## src/rtl/cp0_excp_ctrl_pkg.sv

```systemverilog
// +------------------------------------------------------------------------+
// | cp0_excp_ctrl_pkg : shared CP0 exception constants and priority picker |
// | Revision : 1.0                                                         |
// +------------------------------------------------------------------------+
`default_nettype none

package cp0_excp_ctrl_pkg;

  localparam logic [31:0] EXC_VECTOR_DEF = 32'hBFC0_0380;

  // Status register bit positions
  localparam int ST_IE    = 0;
  localparam int ST_EXL   = 1;
  localparam int ST_IM_LO = 8;
  localparam int ST_IM_HI = 15;
  localparam int ST_BEV   = 22;

  // Cause.ExcCode values
  localparam logic [4:0] EXC_INT  = 5'd0;
  localparam logic [4:0] EXC_ADEL = 5'd4;
  localparam logic [4:0] EXC_ADES = 5'd5;
  localparam logic [4:0] EXC_SYS  = 5'd8;
  localparam logic [4:0] EXC_BP   = 5'd9;
  localparam logic [4:0] EXC_RI   = 5'd10;
  localparam logic [4:0] EXC_OV   = 5'd12;

  // commit_excp bit indices
  localparam int EX_ADES    = 0;
  localparam int EX_ADEL_LD = 1;
  localparam int EX_OV      = 2;
  localparam int EX_BP      = 3;
  localparam int EX_SYS     = 4;
  localparam int EX_RI      = 5;
  localparam int EX_ADEL_IF = 6;

  typedef enum logic [1:0] {BV_NONE = 2'd0, BV_PC = 2'd1, BV_ADDR = 2'd2} badv_sel_e;

  typedef struct packed {
    logic       valid;
    logic [4:0] code;
    badv_sel_e  badv;
  } exc_sel_t;

  typedef enum logic [0:0] {S_IDLE = 1'b0, S_FLUSH = 1'b1} state_e;

  function automatic exc_sel_t pick_exc(input logic int_req, input logic [6:0] excp);
    exc_sel_t s;
    s.valid = 1'b1;
    s.code  = EXC_INT;
    s.badv  = BV_NONE;
    if (int_req) begin
      s.code = EXC_INT;
    end else if (excp[EX_ADEL_IF]) begin
      s.code = EXC_ADEL;
      s.badv = BV_PC;
    end else if (excp[EX_RI]) begin
      s.code = EXC_RI;
    end else if (excp[EX_SYS]) begin
      s.code = EXC_SYS;
    end else if (excp[EX_BP]) begin
      s.code = EXC_BP;
    end else if (excp[EX_OV]) begin
      s.code = EXC_OV;
    end else if (excp[EX_ADEL_LD]) begin
      s.code = EXC_ADEL;
      s.badv = BV_ADDR;
    end else if (excp[EX_ADES]) begin
      s.code = EXC_ADES;
      s.badv = BV_ADDR;
    end else begin
      s.valid = 1'b0;
    end
    return s;
  endfunction

endpackage

`default_nettype wire

```

## src/rtl/cp0_excp_ctrl_if.sv

```systemverilog
// +------------------------------------------------------------------------+
// | cp0_excp_ctrl_if : commit/CP0 side signals of the exception controller |
// | Revision : 1.0                                                         |
// +------------------------------------------------------------------------+
`default_nettype none

interface cp0_excp_ctrl_if #(
  parameter int HW_INT_W = 6
);
  logic [31:0]         status_data;
  logic [31:0]         epc_data;
  logic [1:0]          cause_ip_sw;
  logic [HW_INT_W-1:0] hw_int;
  logic                timer_int;
  logic                commit_valid;
  logic [31:0]         commit_pc;
  logic                commit_in_ds;
  logic [6:0]          commit_excp;
  logic [31:0]         commit_badvaddr;
  logic                commit_eret;

  logic                exception;
  logic                eret_op;
  logic [4:0]          exc_code;
  logic                cause_bd;
  logic [5:0]          cause_ip_hw;
  logic                epc_we;
  logic [31:0]         epc_o;
  logic                badvaddr_we;
  logic [31:0]         badvaddr_o;
  logic                flush;
  logic [31:0]         flush_pc;

  modport master (
    output status_data, epc_data, cause_ip_sw, hw_int, timer_int,
           commit_valid, commit_pc, commit_in_ds, commit_excp,
           commit_badvaddr, commit_eret,
    input  exception, eret_op, exc_code, cause_bd, cause_ip_hw, epc_we,
           epc_o, badvaddr_we, badvaddr_o, flush, flush_pc
  );

  modport slave (
    input  status_data, epc_data, cause_ip_sw, hw_int, timer_int,
           commit_valid, commit_pc, commit_in_ds, commit_excp,
           commit_badvaddr, commit_eret,
    output exception, eret_op, exc_code, cause_bd, cause_ip_hw, epc_we,
           epc_o, badvaddr_we, badvaddr_o, flush, flush_pc
  );
endinterface

`default_nettype wire

```

## src/rtl/cp0_excp_ctrl_int_sync.sv

```systemverilog
// +------------------------------------------------------------------------+
// | cp0_int_sync : per-bit flop-chain synchroniser for async interrupts    |
// | Revision : 1.0                                                         |
// +------------------------------------------------------------------------+
`default_nettype none

module cp0_int_sync #(
  parameter int WIDTH  = 6,
  parameter int STAGES = 2
) (
  input  logic             clk,
  input  logic             rst_n,
  input  logic [WIDTH-1:0] d,
  output logic [WIDTH-1:0] q
);

  generate
    for (genvar i = 0; i < WIDTH; i++) begin : g_bit
      logic [STAGES-1:0] r_chain;
      always_ff @(posedge clk) begin
        if (!rst_n) r_chain <= '0;
        else        r_chain <= {r_chain[STAGES-2:0], d[i]};
      end
      assign q[i] = r_chain[STAGES-1];
    end
  endgenerate

endmodule

`default_nettype wire

```

## src/rtl/cp0_excp_ctrl.sv

```systemverilog
// +------------------------------------------------------------------------+
// | cp0_excp_ctrl : prioritises one exception/interrupt/ERET per commit    |
// | and issues registered CP0 update strobes plus a one-cycle flush.       |
// | Optional macro: CP0_TIMER_INT_EN (timer_int ORed into IP7).            |
// | Revision : 1.0                                                         |
// +------------------------------------------------------------------------+
`default_nettype none

module cp0_excp_ctrl
  import cp0_excp_ctrl_pkg::*;
#(
  parameter logic [31:0] EXC_VECTOR  = EXC_VECTOR_DEF,
  parameter int          HW_INT_W    = 6,
  parameter int          SYNC_STAGES = 2
) (
  input logic              clk,
  input logic              rst_n,
  cp0_excp_ctrl_if.slave   bus
);

  logic [HW_INT_W-1:0] w_hw_sync;
  logic [5:0]          w_ip_raw;
  logic [5:0]          w_ip_hw;

  cp0_int_sync #(.WIDTH(HW_INT_W), .STAGES(SYNC_STAGES)) u_sync (
    .clk   (clk),
    .rst_n (rst_n),
    .d     (bus.hw_int),
    .q     (w_hw_sync)
  );

  generate
    for (genvar i = 0; i < 6; i++) begin : g_ip
      if (i < HW_INT_W) begin : g_hw
        assign w_ip_raw[i] = w_hw_sync[i];
      end else begin : g_zero
        assign w_ip_raw[i] = 1'b0;
      end
    end
  endgenerate

`ifdef CP0_TIMER_INT_EN
  assign w_ip_hw = {w_ip_raw[5] | bus.timer_int, w_ip_raw[4:0]};
`else
  logic unused_timer;
  assign unused_timer = bus.timer_int;
  assign w_ip_hw      = w_ip_raw;
`endif

  assign bus.cause_ip_hw = w_ip_hw;

  logic [31:0] w_st;
  logic [7:0]  w_ip;
  logic        w_int_req;
  exc_sel_t    w_sel;
  logic        unused_status;

  assign w_st          = bus.status_data;
  assign unused_status = ^{w_st[31:ST_BEV+1], w_st[ST_BEV], w_st[ST_BEV-1:ST_IM_HI+1],
                           w_st[ST_IM_LO-1:ST_EXL+1]};
  assign w_ip          = {w_ip_hw, bus.cause_ip_sw};
  assign w_int_req     = w_st[ST_IE] & ~w_st[ST_EXL] & (|(w_ip & w_st[ST_IM_HI:ST_IM_LO]));
  assign w_sel         = pick_exc(w_int_req, bus.commit_excp);

  state_e      r_state, n_state;
  logic        r_exc, n_exc, r_eret, n_eret, r_bd, n_bd;
  logic        r_epc_we, n_epc_we, r_bv_we, n_bv_we, r_flush, n_flush;
  logic [4:0]  r_code, n_code;
  logic [31:0] r_epc, n_epc, r_bv, n_bv, r_fpc, n_fpc;

  always_ff @(posedge clk) begin
    if (!rst_n) begin
      r_state  <= S_IDLE;
      r_exc    <= 1'b0;
      r_eret   <= 1'b0;
      r_bd     <= 1'b0;
      r_epc_we <= 1'b0;
      r_bv_we  <= 1'b0;
      r_flush  <= 1'b0;
      r_code   <= '0;
      r_epc    <= '0;
      r_bv     <= '0;
      r_fpc    <= '0;
    end else begin
      r_state  <= n_state;
      r_exc    <= n_exc;
      r_eret   <= n_eret;
      r_bd     <= n_bd;
      r_epc_we <= n_epc_we;
      r_bv_we  <= n_bv_we;
      r_flush  <= n_flush;
      r_code   <= n_code;
      r_epc    <= n_epc;
      r_bv     <= n_bv;
      r_fpc    <= n_fpc;
    end
  end

  // Non-event cycles drive every strobe and data field to zero.
  always_comb begin
    n_state  = r_state;
    n_exc    = 1'b0;
    n_eret   = 1'b0;
    n_bd     = 1'b0;
    n_epc_we = 1'b0;
    n_bv_we  = 1'b0;
    n_flush  = 1'b0;
    n_code   = '0;
    n_epc    = '0;
    n_bv     = '0;
    n_fpc    = '0;
    case (r_state)
      S_IDLE: begin
        if (bus.commit_valid) begin
          if (w_sel.valid) begin
            n_state  = S_FLUSH;
            n_exc    = 1'b1;
            n_flush  = 1'b1;
            n_fpc    = EXC_VECTOR;
            n_code   = w_sel.code;
            n_bd     = bus.commit_in_ds;
            n_epc_we = ~w_st[ST_EXL];
            n_epc    = bus.commit_in_ds ? bus.commit_pc - 32'd4 : bus.commit_pc;
            if (w_sel.badv == BV_PC) begin
              n_bv_we = 1'b1;
              n_bv    = bus.commit_pc;
            end else if (w_sel.badv == BV_ADDR) begin
              n_bv_we = 1'b1;
              n_bv    = bus.commit_badvaddr;
            end
          end else if (bus.commit_eret) begin
            n_state = S_FLUSH;
            n_eret  = 1'b1;
            n_flush = 1'b1;
            n_fpc   = bus.epc_data;
          end
        end
      end
      S_FLUSH: n_state = S_IDLE;
      default: n_state = S_IDLE;
    endcase
  end

  assign bus.exception   = r_exc;
  assign bus.eret_op     = r_eret;
  assign bus.exc_code    = r_code;
  assign bus.cause_bd    = r_bd;
  assign bus.epc_we      = r_epc_we;
  assign bus.epc_o       = r_epc;
  assign bus.badvaddr_we = r_bv_we;
  assign bus.badvaddr_o  = r_bv;
  assign bus.flush       = r_flush;
  assign bus.flush_pc    = r_fpc;

endmodule

`default_nettype wire

```

## src/flat_wrapper.sv

```systemverilog
// flat-port wrapper written by rule: the top's interface ports become plain ports
module cp0_excp_ctrl_flat import cp0_excp_ctrl_pkg::*;
#(
  parameter logic [31:0] EXC_VECTOR  = EXC_VECTOR_DEF,
  parameter int          HW_INT_W    = 6,
  parameter int          SYNC_STAGES = 2
)
  (clk, rst_n, bus_status_data, bus_epc_data, bus_cause_ip_sw, bus_hw_int, bus_timer_int, bus_commit_valid, bus_commit_pc, bus_commit_in_ds, bus_commit_excp, bus_commit_badvaddr, bus_commit_eret, bus_exception, bus_eret_op, bus_exc_code, bus_cause_bd, bus_cause_ip_hw, bus_epc_we, bus_epc_o, bus_badvaddr_we, bus_badvaddr_o, bus_flush, bus_flush_pc);
  cp0_excp_ctrl_if #(.HW_INT_W(HW_INT_W)) bus_i ();
  input logic clk;
  input logic rst_n;
  input wire logic [$bits(bus_i.status_data)-1:0] bus_status_data;
  input wire logic [$bits(bus_i.epc_data)-1:0] bus_epc_data;
  input wire logic [$bits(bus_i.cause_ip_sw)-1:0] bus_cause_ip_sw;
  input wire logic [$bits(bus_i.hw_int)-1:0] bus_hw_int;
  input wire logic [$bits(bus_i.timer_int)-1:0] bus_timer_int;
  input wire logic [$bits(bus_i.commit_valid)-1:0] bus_commit_valid;
  input wire logic [$bits(bus_i.commit_pc)-1:0] bus_commit_pc;
  input wire logic [$bits(bus_i.commit_in_ds)-1:0] bus_commit_in_ds;
  input wire logic [$bits(bus_i.commit_excp)-1:0] bus_commit_excp;
  input wire logic [$bits(bus_i.commit_badvaddr)-1:0] bus_commit_badvaddr;
  input wire logic [$bits(bus_i.commit_eret)-1:0] bus_commit_eret;
  output wire logic [$bits(bus_i.exception)-1:0] bus_exception;
  output wire logic [$bits(bus_i.eret_op)-1:0] bus_eret_op;
  output wire logic [$bits(bus_i.exc_code)-1:0] bus_exc_code;
  output wire logic [$bits(bus_i.cause_bd)-1:0] bus_cause_bd;
  output wire logic [$bits(bus_i.cause_ip_hw)-1:0] bus_cause_ip_hw;
  output wire logic [$bits(bus_i.epc_we)-1:0] bus_epc_we;
  output wire logic [$bits(bus_i.epc_o)-1:0] bus_epc_o;
  output wire logic [$bits(bus_i.badvaddr_we)-1:0] bus_badvaddr_we;
  output wire logic [$bits(bus_i.badvaddr_o)-1:0] bus_badvaddr_o;
  output wire logic [$bits(bus_i.flush)-1:0] bus_flush;
  output wire logic [$bits(bus_i.flush_pc)-1:0] bus_flush_pc;
  assign bus_i.status_data = bus_status_data;
  assign bus_i.epc_data = bus_epc_data;
  assign bus_i.cause_ip_sw = bus_cause_ip_sw;
  assign bus_i.hw_int = bus_hw_int;
  assign bus_i.timer_int = bus_timer_int;
  assign bus_i.commit_valid = bus_commit_valid;
  assign bus_i.commit_pc = bus_commit_pc;
  assign bus_i.commit_in_ds = bus_commit_in_ds;
  assign bus_i.commit_excp = bus_commit_excp;
  assign bus_i.commit_badvaddr = bus_commit_badvaddr;
  assign bus_i.commit_eret = bus_commit_eret;
  assign bus_exception = bus_i.exception;
  assign bus_eret_op = bus_i.eret_op;
  assign bus_exc_code = bus_i.exc_code;
  assign bus_cause_bd = bus_i.cause_bd;
  assign bus_cause_ip_hw = bus_i.cause_ip_hw;
  assign bus_epc_we = bus_i.epc_we;
  assign bus_epc_o = bus_i.epc_o;
  assign bus_badvaddr_we = bus_i.badvaddr_we;
  assign bus_badvaddr_o = bus_i.badvaddr_o;
  assign bus_flush = bus_i.flush;
  assign bus_flush_pc = bus_i.flush_pc;
  cp0_excp_ctrl #(.EXC_VECTOR(EXC_VECTOR), .HW_INT_W(HW_INT_W), .SYNC_STAGES(SYNC_STAGES)) u_core (.clk(clk), .rst_n(rst_n), .bus(bus_i));
endmodule
```

## config.mk

```make
export PLATFORM = sky130hd
export DESIGN_NAME = cp0_excp_ctrl_flat
export DESIGN_NICKNAME = d
export VERILOG_FILES = /design/src/rtl/cp0_excp_ctrl_pkg.sv /design/src/rtl/cp0_excp_ctrl_if.sv /design/src/rtl/cp0_excp_ctrl_int_sync.sv /design/src/rtl/cp0_excp_ctrl.sv /design/src/flat_wrapper.sv
export SDC_FILE = /design/constraint.sdc
export NUM_CORES = 1
export LEC_CHECK = 0
export ABC_AREA = 1
export ABC_CLOCK_PERIOD_IN_PS = 2300
export CORE_MARGIN = 2
export CORE_UTILIZATION = 39
export CTS_CLUSTER_SIZE = 10
export DETAILED_ROUTE_END_ITERATION = 7
export PLACE_DENSITY_LB_ADDON = 0.08
export SETUP_SLACK_MARGIN = 0.5
export SLEW_MARGIN = 40
export SYNTH_ARGS = -nofsm -noshare
export SYNTH_HDL_FRONTEND = slang
export SYNTH_HIERARCHICAL = 1
export SYNTH_SLANG_ARGS = --single-unit
```

## constraint.sdc

```tcl
create_clock -name clk -period 2.3 [get_ports clk]
set_input_delay 0.69 -clock clk [delete_from_list [all_inputs] [get_ports clk]]
set_output_delay 0.69 -clock clk [all_outputs]
set_load 0.05 [all_outputs]
```

==> impl_metrics.xml <==
<?xml version="1.0" encoding="UTF-8"?>
<metrics>
  <group name="status">
    <metric name="result_of_the_run" unit="">finished, final reports clean</metric>
  </group>
  <group name="placed_design">
    <metric name="place_worst_setup_slack" unit="ns">-0.211</metric>
    <metric name="placedInstanceArea" unit="um^2">7570</metric>
    <metric name="finalWeightedCongestion" unit="">0.877</metric>
    <metric name="detailedPlacementHpwl" unit="um">10800</metric>
    <metric name="numPortBuffers" unit="">237</metric>
    <metric name="placed_cells" unit="">1013</metric>
  </group>
  <group name="route">
    <metric name="drt_pre_antenna_iters" unit="">5</metric>
    <metric name="via_count" unit="">5225</metric>
    <metric name="drtAntennaViolNets" unit="">0</metric>
    <metric name="initialDrtViolationCount" unit="">339</metric>
    <metric name="viasPerCell" unit="">4.86</metric>
    <metric name="route.detailed.wl_per_inst" unit="um">16.0</metric>
    <metric name="drc" unit="">0</metric>
    <metric name="totalWireLength" unit="um">17200</metric>
  </group>
  <group name="final_layout">
    <metric name="design_area" unit="um^2">8580</metric>
    <metric name="final-instance-count-excl-fill" unit="">1075</metric>
    <metric name="antenna-diode-count" unit="">0</metric>
    <metric name="n_fill_cell" unit="">951</metric>
    <metric name="area.growth.synth_to_final" unit="%">79.0</metric>
    <metric name="share_of_the_core_filled_with_cells_in_the_final_layout" unit="%">71.4</metric>
    <metric name="drive_gt1_share" unit="%">36.4</metric>
    <metric name="finish.net_count" unit="">1070</metric>
  </group>
  <group name="floorplan">
    <metric name="design.die.area" unit="um^2">13200</metric>
    <metric name="die_w" unit="um">115</metric>
    <metric name="placeableCoreArea" unit="um^2">12000</metric>
    <metric name="std_cell_rows" unit="">40</metric>
    <metric name="start_util" unit="%">39.9</metric>
    <metric name="design.portCount" unit="">262</metric>
    <metric name="die_h" unit="um">115</metric>
  </group>
  <group name="critical_path">
    <metric name="setup.worst_path.end_class" unit="">flip-flop</metric>
    <metric name="timing.critical_path.arrival" unit="ns">2.16</metric>
    <metric name="criticalPathCategory" unit="">input port to flip-flop</metric>
    <metric name="worstPathMaxFanout" unit="">6</metric>
    <metric name="startpoint_type" unit="">input port</metric>
    <metric name="worst_path_required_time" unit="ns">2.65</metric>
  </group>
  <group name="timing">
    <metric name="maxClockFrequency" unit="MHz">552</metric>
    <metric name="maxSlewViolCount" unit="">0</metric>
    <metric name="layout_worst_path_cycle_share" unit="%">78.8</metric>
    <metric name="hold_viol" unit="">0</metric>
    <metric name="setup_ws" unit="ns">0.487</metric>
    <metric name="timing.hold.ws" unit="ns">0.410</metric>
    <metric name="finalClockSkew" unit="ns">0.00842</metric>
    <metric name="grt_setup_unrepaired" unit="">true</metric>
    <metric name="setup_viol" unit="">0</metric>
    <metric name="layout_min_cycle_time" unit="ns">1.81</metric>
    <metric name="timing.setup.tns" unit="ns">0</metric>
  </group>
  <group name="synth">
    <metric name="synth_top_cells_by_count" unit="">sky130_fd_sc_hd__nand2_1 (124), sky130_fd_sc_hd__dfxtp_1 (118), sky130_fd_sc_hd__nor2_1 (96)</metric>
    <metric name="synthDominantAreaCellType" unit="">sky130_fd_sc_hd__dfxtp_1</metric>
    <metric name="ys_async_sr_fraction" unit="%">0</metric>
    <metric name="synth.net_count" unit="">771</metric>
    <metric name="syn_avg_cell_area" unit="um^2">7.74</metric>
    <metric name="syn_inst" unit="">619</metric>
    <metric name="yosys_most_used_dff" unit="">sky130_fd_sc_hd__dfxtp_1</metric>
    <metric name="syn_area" unit="um^2">4790</metric>
    <metric name="synthDistinctLibCells" unit="">32</metric>
    <metric name="yosys_warnings" unit="">6</metric>
    <metric name="share_of_synthesized_area_occupied_by_flip_flops_and_latches" unit="%">49.3</metric>
    <metric name="flops_latches_synth" unit="">118</metric>
    <metric name="yosysMostFrequentCell" unit="">sky130_fd_sc_hd__nand2_1</metric>
    <metric name="synth.area.top_cells" unit="">sky130_fd_sc_hd__dfxtp_1 (49%), sky130_fd_sc_hd__nand2_1 (9.7%), sky130_fd_sc_hd__nor2_1 (7.5%)</metric>
    <metric name="synth_top_area_share" unit="%">49.3</metric>
    <metric name="synth_enable_flop_cells" unit="">0</metric>
  </group>
  <group name="pwr">
    <metric name="p_leak" unit="nW">4.13</metric>
    <metric name="power_density" unit="nW/um^2">690</metric>
    <metric name="fin_total_pwr" unit="mW">5.92</metric>
    <metric name="irDropWorstVdd" unit="mV">0.463</metric>
  </group>
  <group name="grt">
    <metric name="global_route_wire_length_before_repair" unit="um">25300</metric>
    <metric name="track_usage" unit="%">25.3</metric>
    <metric name="grt_pass1_vias" unit="">5124</metric>
    <metric name="grt-ovfl-total" unit="">0</metric>
    <metric name="grt_max_degree" unit="">21</metric>
    <metric name="grt_antenna_before_repair" unit="">0</metric>
  </group>
  <group name="clock_tree">
    <metric name="cts_tree" unit="">yes</metric>
    <metric name="clock_tree.root_cell" unit="">sky130_fd_sc_hd__clkbuf_16</metric>
    <metric name="tritoncts_num_sinks" unit="">118</metric>
    <metric name="cts.path.max_buffers" unit="">2</metric>
    <metric name="worstSkewPairLatency" unit="ns">0.41</metric>
    <metric name="cts_buffers" unit="">17</metric>
    <metric name="cts.htree.levels" unit="">4</metric>
    <metric name="clkTransAtPathRegs" unit="ns">0.05</metric>
  </group>
  <group name="min_path">
    <metric name="min_path_type" unit="">flip-flop to flip-flop</metric>
  </group>
  <group name="job">
    <metric name="drv_cap" unit="">0</metric>
  </group>
</metrics>
==> path summary, 6_finish.rpt <==
path                                           from                                end  slack [ns]  depth (start not counted)
setup / recovery                  bus_commit_pc[19]               u_core/bus.epc_o[26]        0.49                          8
hold reg to reg   u_core/u_sync/g_bit[0].r_chain[0]  u_core/u_sync/g_bit[0].r_chain[1]        0.41                          2
hold / removal    u_core/u_sync/g_bit[0].r_chain[0]  u_core/u_sync/g_bit[0].r_chain[1]        0.41                          2
setup reg to reg  u_core/u_sync/g_bit[3].r_chain[1]               u_core/bus.epc_o[19]        0.59                         13
==> where the power goes <==
group | switching, mW | internal [mW] | total [mW]
combinational | 0.626 | 0.440 | 1.07
clock | 0.879 | 1.83 | 2.71
sequential | 0.0208 | 2.12 | 2.14
==> state kept, by name (all words and copies together), names as in the netlist <==
register                     flops
u_core/bus.epc_we                1
u_core/bus.epc_o                32
u_core/bus.badvaddr_o           32
u_core/bus.eret_op               1
u_core/bus.badvaddr_we           1
u_core/bus.exc_code              4
u_core/bus.flush_pc             32
u_core/bus.exception             1
u_core/r_state                   1
u_core/u_sync/g_bit.r_chain     12
u_core/bus.cause_bd              1
==> cells by family after synthesis <==
group	count (synthesis)	share of synthesized area [%]
simple gates	325	30.9
flops	118	49.3
buf+inv	116	11.4
compound gates	47	5.85
xor+xnor	9	1.64
fa+ha+maj	3	0.783
other cells	1	0.0782
==> placed cells by master (no fill, tap or decap), types with 5 or more instances in the layout <==
cell / synthesis / final
sky130_fd_sc_hd__buf_4: 8 / 46
sky130_fd_sc_hd__or2_2: 5 / 5
sky130_fd_sc_hd__nor2_4: 4 / 11
sky130_fd_sc_hd__dfxtp_1: 118 / 118
sky130_fd_sc_hd__nand2_2: 3 / 24
sky130_fd_sc_hd__nand2_4: 1 / 6
sky130_fd_sc_hd__inv_1: 85 / 78
sky130_fd_sc_hd__nand2_1: 124 / 96
sky130_fd_sc_hd__dlygate4sd2_1: 0 / 9
sky130_fd_sc_hd__dlymetal6s2s_1: 0 / 13
sky130_fd_sc_hd__buf_12: 0 / 11
sky130_fd_sc_hd__buf_2: 0 / 73
sky130_fd_sc_hd__clkdlybuf4s50_1: 0 / 88
sky130_fd_sc_hd__clkdlybuf4s18_2: 0 / 14
sky130_fd_sc_hd__nor2_1: 96 / 77
sky130_fd_sc_hd__clkbuf_8: 0 / 5
sky130_fd_sc_hd__or2_0: 6 / 6
sky130_fd_sc_hd__nand3_2: 1 / 10
sky130_fd_sc_hd__nor2_2: 8 / 20
sky130_fd_sc_hd__xor2_1: 7 / 7
sky130_fd_sc_hd__clkbuf_2: 0 / 10
sky130_fd_sc_hd__nand3_1: 44 / 32
sky130_fd_sc_hd__nand4_1: 17 / 17
sky130_fd_sc_hd__a21oi_2: 10 / 20
sky130_fd_sc_hd__buf_16: 0 / 5
sky130_fd_sc_hd__inv_2: 2 / 7
sky130_fd_sc_hd__clkdlybuf4s15_2: 0 / 21
sky130_fd_sc_hd__clkbuf_16: 0 / 17
sky130_fd_sc_hd__a21oi_1: 30 / 20
sky130_fd_sc_hd__buf_6: 11 / 12
==> what timing repair did <==
action,in CTS,in global routing
hold buffers,0,0
gates cloned,8,0
pin swaps,40,30
gates resized for setup,519,158
setup buffers,16,9
setup endpoints to repair,191,139
endpoints found under the hold margin,0,0
==> routing by layer <==
layer | wire, um | GRT usage, %
met2 | 8100 | 42.3
met4 | 549 | 12.1
met3 | 1780 | 9.44
met1 | 6770 | 28.5
met5 | 0 | 0
==> worst max-delay path, cell delays in order <==
cell and delay (ns):
sky130_fd_sc_hd__clkdlybuf4s50_1 0.52, sky130_fd_sc_hd__nor2_1 0.21, sky130_fd_sc_hd__inv_1 0.13, sky130_fd_sc_hd__nor2_2 0.23, sky130_fd_sc_hd__nand4_1 0.15, sky130_fd_sc_hd__nand2_1 0.08, sky130_fd_sc_hd__nand2_1 0.06, sky130_fd_sc_hd__nor2_1 0.10
==> area by class of cell <==
class / instances / area [um^2] / area share, %
tap: 147 / 184 / 2.14
inverter: 87 / 342 / 3.98
timing repair buffer: 306 / 2800 / 32.6
clock inverter: 3 / 90.1 / 1.05
timing repair inverter: 3 / 47.5 / 0.554
multi-input combinational: 385 / 2250 / 26.2
clock buffer: 26 / 509 / 5.94
sequential: 118 / 2360 / 27.5
No activity file was read; power rests on OpenSTA's default activity.
